`config.mk`:
```
export PLATFORM = sky130hd
export DESIGN_NAME = key_debounce
export DESIGN_NICKNAME = d
export VERILOG_FILES = /design/src/rtl/key_debounce_pkg.sv /design/src/rtl/key_debounce_chan.sv /design/src/rtl/key_debounce.sv
export SDC_FILE = /design/constraint.sdc
export NUM_CORES = 1
export LEC_CHECK = 0
export ABC_AREA = 0
export CORE_MARGIN = 2
export CORE_UTILIZATION = 54
export DETAILED_ROUTE_END_ITERATION = 8
export PLACE_DENSITY = 0.77
export SYNTH_ARGS = -nofsm -noshare
export SYNTH_HDL_FRONTEND = slang
export SYNTH_SLANG_ARGS = --single-unit
export TNS_END_PERCENT = 1
```
`constraint.sdc`:
```
create_clock -name CLK -period 1.7 [get_ports CLK]
set_input_delay 0.17 -clock CLK [delete_from_list [all_inputs] [get_ports CLK]]
set_output_delay 0.17 -clock CLK [all_outputs]
set_load 0.05 [all_outputs]
```
`src/rtl/key_debounce_pkg.sv`:
```
// Shared types and constants for the key debouncer.
// Optional feature macro used by this slice: KEY_EDGE_PULSE_EN.
package key_debounce_pkg;

   typedef enum logic [1:0] {
      S_LOW     = 2'd0,
      S_WAIT_HI = 2'd1,
      S_HIGH    = 2'd2,
      S_WAIT_LO = 2'd3
   } key_state_e;

   // 20 ms at 50 MHz; the short value keeps simulation runs quick
   localparam int DEBOUNCE_CYCLES_DEFAULT = 1_000_000;
   localparam int DEBOUNCE_CYCLES_SIM     = 8;

endpackage

```
`src/rtl/key_debounce_chan.sv`:
```
// One key channel: 2-flop synchroniser, debounce FSM with hold counter,
// and registered edge pulses when KEY_EDGE_PULSE_EN is defined.
module key_debounce_chan
   import key_debounce_pkg::*;
#(
   parameter int DEBOUNCE_CYCLES = DEBOUNCE_CYCLES_DEFAULT
) (
   input  logic CLK,
   input  logic RST,
   input  logic key_raw,
   output logic key_out
`ifdef KEY_EDGE_PULSE_EN
   ,
   output logic key_rise,
   output logic key_fall
`endif
);

   localparam int CNT_W = $clog2(DEBOUNCE_CYCLES);
   localparam logic [CNT_W-1:0] CNT_LAST = CNT_W'(DEBOUNCE_CYCLES - 1);
   localparam logic [CNT_W-1:0] CNT_ZERO = CNT_W'(0);
   localparam logic [CNT_W-1:0] CNT_ONE  = CNT_W'(1);

   logic             sync1_r;
   logic             ks_r;
   key_state_e       state_r;
   key_state_e       state_s;
   logic [CNT_W-1:0] cnt_r;
   logic [CNT_W-1:0] cnt_s;
   logic             out_s;
   logic             key_out_r;

   // State register: synchroniser, FSM state, hold counter and debounced level
   always_ff @(posedge CLK) begin
      if (RST) begin
         sync1_r   <= 1'b0;
         ks_r      <= 1'b0;
         state_r   <= S_LOW;
         cnt_r     <= CNT_ZERO;
         key_out_r <= 1'b0;
      end else begin
         sync1_r   <= key_raw;
         ks_r      <= sync1_r;
         state_r   <= state_s;
         cnt_r     <= cnt_s;
         key_out_r <= out_s;
      end
   end

   // Next-state logic; any bounce in a wait state restarts the window from zero
   always_comb begin
      state_s = state_r;
      cnt_s   = cnt_r;
      case (state_r)
         S_LOW: begin
            cnt_s = CNT_ZERO;
            if (ks_r) begin
               state_s = S_WAIT_HI;
            end else begin
               state_s = S_LOW;
            end
         end
         S_WAIT_HI: begin
            if (!ks_r) begin
               state_s = S_LOW;
               cnt_s   = CNT_ZERO;
            end else if (cnt_r == CNT_LAST) begin
               state_s = S_HIGH;
               cnt_s   = CNT_ZERO;
            end else begin
               state_s = S_WAIT_HI;
               cnt_s   = cnt_r + CNT_ONE;
            end
         end
         S_HIGH: begin
            cnt_s = CNT_ZERO;
            if (!ks_r) begin
               state_s = S_WAIT_LO;
            end else begin
               state_s = S_HIGH;
            end
         end
         S_WAIT_LO: begin
            if (ks_r) begin
               state_s = S_HIGH;
               cnt_s   = CNT_ZERO;
            end else if (cnt_r == CNT_LAST) begin
               state_s = S_LOW;
               cnt_s   = CNT_ZERO;
            end else begin
               state_s = S_WAIT_LO;
               cnt_s   = cnt_r + CNT_ONE;
            end
         end
         default: begin
            state_s = S_LOW;
            cnt_s   = CNT_ZERO;
         end
      endcase
   end

   // Output logic: the level registered alongside the state it belongs to
   always_comb begin
      out_s = 1'b0;
      case (state_s)
         S_LOW:     out_s = 1'b0;
         S_WAIT_HI: out_s = 1'b0;
         S_HIGH:    out_s = 1'b1;
         S_WAIT_LO: out_s = 1'b1;
         default:   out_s = 1'b0;
      endcase
   end

   assign key_out = key_out_r;

`ifdef KEY_EDGE_PULSE_EN
   logic rise_r;
   logic fall_r;

   // Edge pulses land in the same cycle the debounced level changes
   always_ff @(posedge CLK) begin
      if (RST) begin
         rise_r <= 1'b0;
         fall_r <= 1'b0;
      end else begin
         rise_r <= out_s & ~key_out_r;
         fall_r <= ~out_s & key_out_r;
      end
   end

   assign key_rise = rise_r;
   assign key_fall = fall_r;
`endif

endmodule

```
`src/rtl/key_debounce.sv`:
```
// Debounced key front end: one independent channel per key bit.
// Defining KEY_EDGE_PULSE_EN adds the Key_Rise/Key_Fall pulse ports.
module key_debounce
   import key_debounce_pkg::*;
#(
   parameter int N_KEYS          = 2,
   parameter int DEBOUNCE_CYCLES = DEBOUNCE_CYCLES_DEFAULT
) (
   input  logic              CLK,
   input  logic              RST,
   input  logic [N_KEYS-1:0] Key_In,
   output logic [N_KEYS-1:0] Key_Out
`ifdef KEY_EDGE_PULSE_EN
   ,
   output logic [N_KEYS-1:0] Key_Rise,
   output logic [N_KEYS-1:0] Key_Fall
`endif
);

   for (genvar g = 0; g < N_KEYS; g++) begin : g_chan
      key_debounce_chan #(
         .DEBOUNCE_CYCLES(DEBOUNCE_CYCLES)
      ) u_chan (
         .CLK     (CLK),
         .RST     (RST),
         .key_raw (Key_In[g]),
         .key_out (Key_Out[g])
`ifdef KEY_EDGE_PULSE_EN
         ,
         .key_rise(Key_Rise[g]),
         .key_fall(Key_Fall[g])
`endif
      );
   end

endmodule

```
Word-level counts from Yosys, hierarchy flattened. Cells that the tools add are included.

Memories kept: 0. Bits in latches: 0. Bits in registers: 50. ROM bits: 0. Bits in writable memories: 0. Logic and storage cells: 60. Output and inout bits: 2.

Div/mod/pow operators: 0. Equality and inequality tests: 14. Mux-type cells: 24. Add/sub/neg operators: 2. Shift operators: 0. Reductions and logical operators: 10. Bitwise gates (word level): 0. $mul: 0. Magnitude comparators: 0.

Operators with widths (number): $mux W20 (6); $pmux W20 S3 (2); $add A20 B1 Y20 const B (2); $eq A20 B20 Y1 const B (2); $eq A2 B2 Y1 const B (8); $mux W2 (8); $pmux W2 S4 (2); $reduce_or A2 Y1 (6); $eq A2 B1 Y1 const B (4); $logic_not A2 Y1 (4); $mux W1 (4); $pmux W1 S2 (2).

Logic depth before layout (Yosys ltp).
Depth after elaboration: 7. Gate-level depth with buffers: 6.

Cells and area by module. A second synthesis with hierarchy kept.

Cells, all modules: 246. Area, all modules: 2122.0 um2.

Modules (own cells, without submodules): key_debounce_chan (times used 2, area each 1061.0 um2, cells each 123).

Worst setup path before layout. OpenSTA, ideal clock, no wires.

Path type: reg2reg. From: register g_chan[0].u_chan.cnt_r[7]. To: register g_chan[0].u_chan.cnt_r[18]. Arrival: 1683 ps. Slack: -54 ps. Stages on the path, launching flop included: 6. Path through: dfxtp_1 nand4_1 or4_1 buf_2 or4_1 a21oi_1.

Cells in the longest elaborated chain, start to end: 4. Elaborated cells on any way between the ends: 6.

Ends and longest elaborated chain: start: declaration (line key_debounce_chan.sv:28) `logic [CNT_W-1:0] cnt_r;`; start signal: assignment (line key_debounce_chan.sv:45) `cnt_r <= cnt_s;`; $add A20 B1 Y20 or $eq A20 B20 Y1 (tied branches); $mux W20 * (line key_debounce_chan.sv:67, key_debounce_chan.sv:87); $mux W20 (on tied branches) (line key_debounce_chan.sv:84, key_debounce_chan.sv:64); $pmux W20 S3 * (line key_debounce_chan.sv:54) `case (state_r)`.

Every way passes the cells marked *; elsewhere a longest branch is shown, timed or not. A chain may end at the register's enable or synchronous reset.

Worst setup path in the final report.
From: register g_chan[0].u_chan.cnt_r[11]. To: register g_chan[0].u_chan.cnt_r[19].

Same word-level chain as after synthesis.

==> reports/results.md <==
### Yosys
- mapped cell area: 0.00216 mm²
- Gate Count Post-Synth: 246
- Simple-Gate Fraction of Synth Area: 0.300
- synthesized-area fraction occupied by ao, oa, aoi and oai cells: 0.0794
- multiplexer share of the synthesized area: 0.00928
- Avg Inst Size Synth: 8.77 µm²
- Post-Synthesis Net Count: 252
- Unique masters post-synth: 32
- adder-cell area share of the yosys netlist: 0.0116
- xor and xnor area share after synthesis: 0.106
- total of flip-flops plus latches after synthesis: 50
- main combinational cell family by area after synthesis: simple AND/OR/NAND/NOR gates
- Seq/Total Area, Yosys: 0.464
- Yosys Warn Count: 0

### Timing
- achievable frequency: 0.595 GHz
- minimum clock period after layout: 1.68 ns
- relative slew slack: 0.664
- Sum Neg Setup Slack: 0 ns
- worst hold slack across all endpoints: 0.423 ns
- count of final hold-check violations: 0
- setup violation total in the final timing report: 0
- slew at the pin with the worst max-slew slack: 0.502 ns
- count of final max-slew check failures: 0
- Fin Clk Skew: 0.00687 ns
- period utilisation layout: 0.988
- unrepaired setup endpoints after global routing: yes

### CTS
- clock sink count: 50
- worst-case clock buffer depth: 2
- post-CTS clock slew at the launch and capture registers of the worst setup and hold paths: 0.09 ns
- Skew-Pair Late Insertion Delay: 0.30 ns
- clock tree from TritonCTS: done
- htree depth: 2
- buffer cell driving the clock tree root: clkbuf_8
- Num CTS Buffers: 5

### Power and ir drop
- Tot Pwr: 0.00195 W
- VDD IR max: 0.000962 V
- static leakage power: 0.834 nW
- Power Density: 743 mW/mm²

### Critical path
- Crit Reg-Reg Startpoint: g_chan[0].u_chan.cnt_r[11]
- critical setup path kind: flop to flop
- RR Endpoint: g_chan[0].u_chan.cnt_r[19]
- minimum setup slack among reg-to-reg paths: 0.02 ns
- WP data arrival: 1.87 ns
- peak fanout along the critical path: 5
- kind of capture point of the worst setup path: flop
- type of element launching the critical path: flop
- Required @ worst endpoint: 1.89 ns
- number of cell instances on the worst register-to-register path: 7

### Worst hold path
- end point of the worst hold path: g_chan[1].u_chan.sync1_r
- Hold WC Path Type: primary input to flop
- number of cells on the worst hold path: 2
- startpoint of the most critical hold path: Key_In[1]

### Place
- Placed Instances: 319
- HPWL after detailed placement: 2950 µm
- placed cell areas: 0.00245 mm²
- gp weighted congestion: 0.887
- Buffers on Ports: 5

### Floorplan
- Placement Rows: 22
- number of top-level pins: 6
- die boundary height: 67.2 µm
- Initial Utilization: 0.577
- die footprint: 0.00452 mm²
- die width: 67.2 µm
- placeable core region: 0.00374 mm²

### Global route
- wire length of the first global-routing pass: 6980 µm
- pin count of the biggest net entering global routing: 16
- total track usage: 0.203
- initial antenna violation count: 0
- via count of the first global-routing pass: 1677
- global route overflow: 0

### Drt
- detailed router's first-iteration violation count: 77
- average wire length per cell after detail routing: 12.7 µm
- count of antenna-violating nets left after detailed routing: 0
- wire length reported by the detailed router: 4200 µm
- Detailed Routing Iterations Pass 1: 4
- DRC violation count after routing: 0
- routed via count divided by cell count: 5.54
- via count: 1827

### Final layout
- proportion of layout cells with a drive suffix above 1: 0.220
- number of cells in the finished layout apart from fillers: 330
- fin area: 0.00262 mm²
- net total in the final layout: 287
- layout overhead on the synthesized area: 21.4%
- ant diodes: 0

### Flow run
- reported max-cap violation count: 0

### Outcome
- result of the run: complete, no violations

-- worst max-delay path, cell delays in order (launching register included) --
cell and delay, ns:
dfxtp_2 0.35, buf_4 0.14, nor4bb_1 0.33, nand4_1 0.19
o211ai_1 0.21, buf_4 0.16, buf_2 0.15, a21oi_1 0.05
-- power by group --
group / internal [W] / switching (W) / total [W]
combinational: 0.0000115 / 0.00000886 / 0.0000203
sequential: 0.00117 / 0.00000270 / 0.00118
clock: 0.000373 / 0.000377 / 0.000751
-- sequential cells by signal (all words and copies together), names as in the netlist --
register / flops
g_chan.u_chan.cnt_r: 40
g_chan.u_chan.sync1_r: 2
g_chan.u_chan.key_out: 2
g_chan.u_chan.ks_r: 2
g_chan.u_chan.state_r: 4
-- layer usage --
metal | GRT usage | wire length (µm) | vias up
met5 | 0 | 0 | -
met4 | 0.0714 | 55 | 0
met3 | 0.0433 | 103 | 6
met2 | 0.343 | 1960 | 22
met1 | 0.257 | 2080 | 866
li1 | - | - | 933
-- stage by stage --
step / worst slack [ns] / utilization
CTS: 0.0113 / 0.684
global placement: 0.0478 / 0.654
finish: 0.0197 / 0.700
global route: -0.0884 / 0.700
floorplan: -0.00347 / -
detailed placement: -0.0116 / 0.654
-- cell families after synthesis --
group	count (synthesis)
muxes	2
buffers and inverters	15
and+or+nand+nor	121
xor gates and xnor gates	26
AOI/OAI and AO/OA	30
DFF	50
adders and majority gates	2
-- cell usage in the layout, fill, tap and decap left out, drive strengths merged --
cell           netlist  final
o21a                 4      4
o21ai               10     10
or4                  4      4
nor3                 7      7
and2                 2      2
a21oi               12     12
nor2b                5      5
xor2                10     10
nor4                 4      4
o211ai               1      1
or3                  9      9
dfxtp               50     50
ha                   2      2
inv                  7      7
nand4bb              2      2
clkdlybuf4s50        0      5
nand4               10     10
nand3               17     17
nor4bb               1      1
buf                  3     31
clkbuf               5      7
mux2i                2      2
and3                 2      2
and4                 5      5
clkinv               0      1
o2111ai              1      1
xnor2               16     16
nand2               17     17
nor4b                3      3
nor2                33     33
o31ai                2      2
-- how the worst max path moves through the flow --
stage / from / to / slack, ns / cells after the start
after floorplan: g_chan[0].u_chan.cnt_r[9] / g_chan[0].u_chan.cnt_r[18] / -0.003 / 5
after global placement: g_chan[0].u_chan.cnt_r[8] / g_chan[0].u_chan.cnt_r[18] / 0.05 / 4
after detailed placement: g_chan[0].u_chan.cnt_r[8] / g_chan[0].u_chan.cnt_r[18] / -0.01 / 4
after CTS: g_chan[1].u_chan.cnt_r[7] / g_chan[1].u_chan.cnt_r[15] / 0.01 / 4
after global routing: g_chan[0].u_chan.cnt_r[11] / g_chan[0].u_chan.cnt_r[2] / -0.09 / 7
final: g_chan[0].u_chan.cnt_r[11] / g_chan[0].u_chan.cnt_r[19] / 0.02 / 7
-- final cells by class --
type | instances | area (µm²)
flip-flops and latches | 50 | 1020
well taps | 48 | 60.1
multi-input cells | 181 | 1130
clock inverters | 1 | 8.76
inverters | 7 | 26.3
repair buffers | 36 | 278
clock buffers | 7 | 96.3
fillers | 302 | 1120
-- synthesized netlist by cell type --
master | count | share of area
o21ai_0 | 10 | 0.023
and4_1 | 4 | 0.016
clkbuf_1 | 5 | 0.0087
nor4_1 | 4 | 0.012
nor4b_1 | 3 | 0.012
nand4_2 | 1 | 0.0058
xnor2_1 | 16 | 0.065
inv_1 | 7 | 0.012
nand4_1 | 9 | 0.026
nor2b_1 | 5 | 0.014
buf_4 | 2 | 0.0070
o21a_1 | 4 | 0.014
nand3_1 | 17 | 0.039
or4_1 | 4 | 0.014
nor3_1 | 7 | 0.016
nand4bb_1 | 2 | 0.010
and4_2 | 1 | 0.0046
and3_1 | 2 | 0.0058
o2111ai_1 | 1 | 0.0041
dfxtp_1 | 50 | 0.46
and2_1 | 2 | 0.0058
xor2_1 | 10 | 0.041
ha_1 | 2 | 0.012
mux2i_1 | 2 | 0.0093
a21oi_1 | 12 | 0.028
nand2_1 | 17 | 0.030
nor2_1 | 33 | 0.057
o31ai_1 | 2 | 0.0070
nor4bb_1 | 1 | 0.0046
buf_2 | 1 | 0.0023
o211ai_1 | 1 | 0.0035
or3_1 | 9 | 0.026
-- what timing repair did --
| action | CTS | global route |
|---|---|---|
| buffers inserted | 0 | 1 |
| cloned | 0 | 2 |
| endpoints found under the setup margin | 3 | 42 |
| pin swaps | 0 | 4 |
| hold buffers | 0 | 0 |
| resized for setup | 2 | 18 |
(Power assumes the default switching activity.)
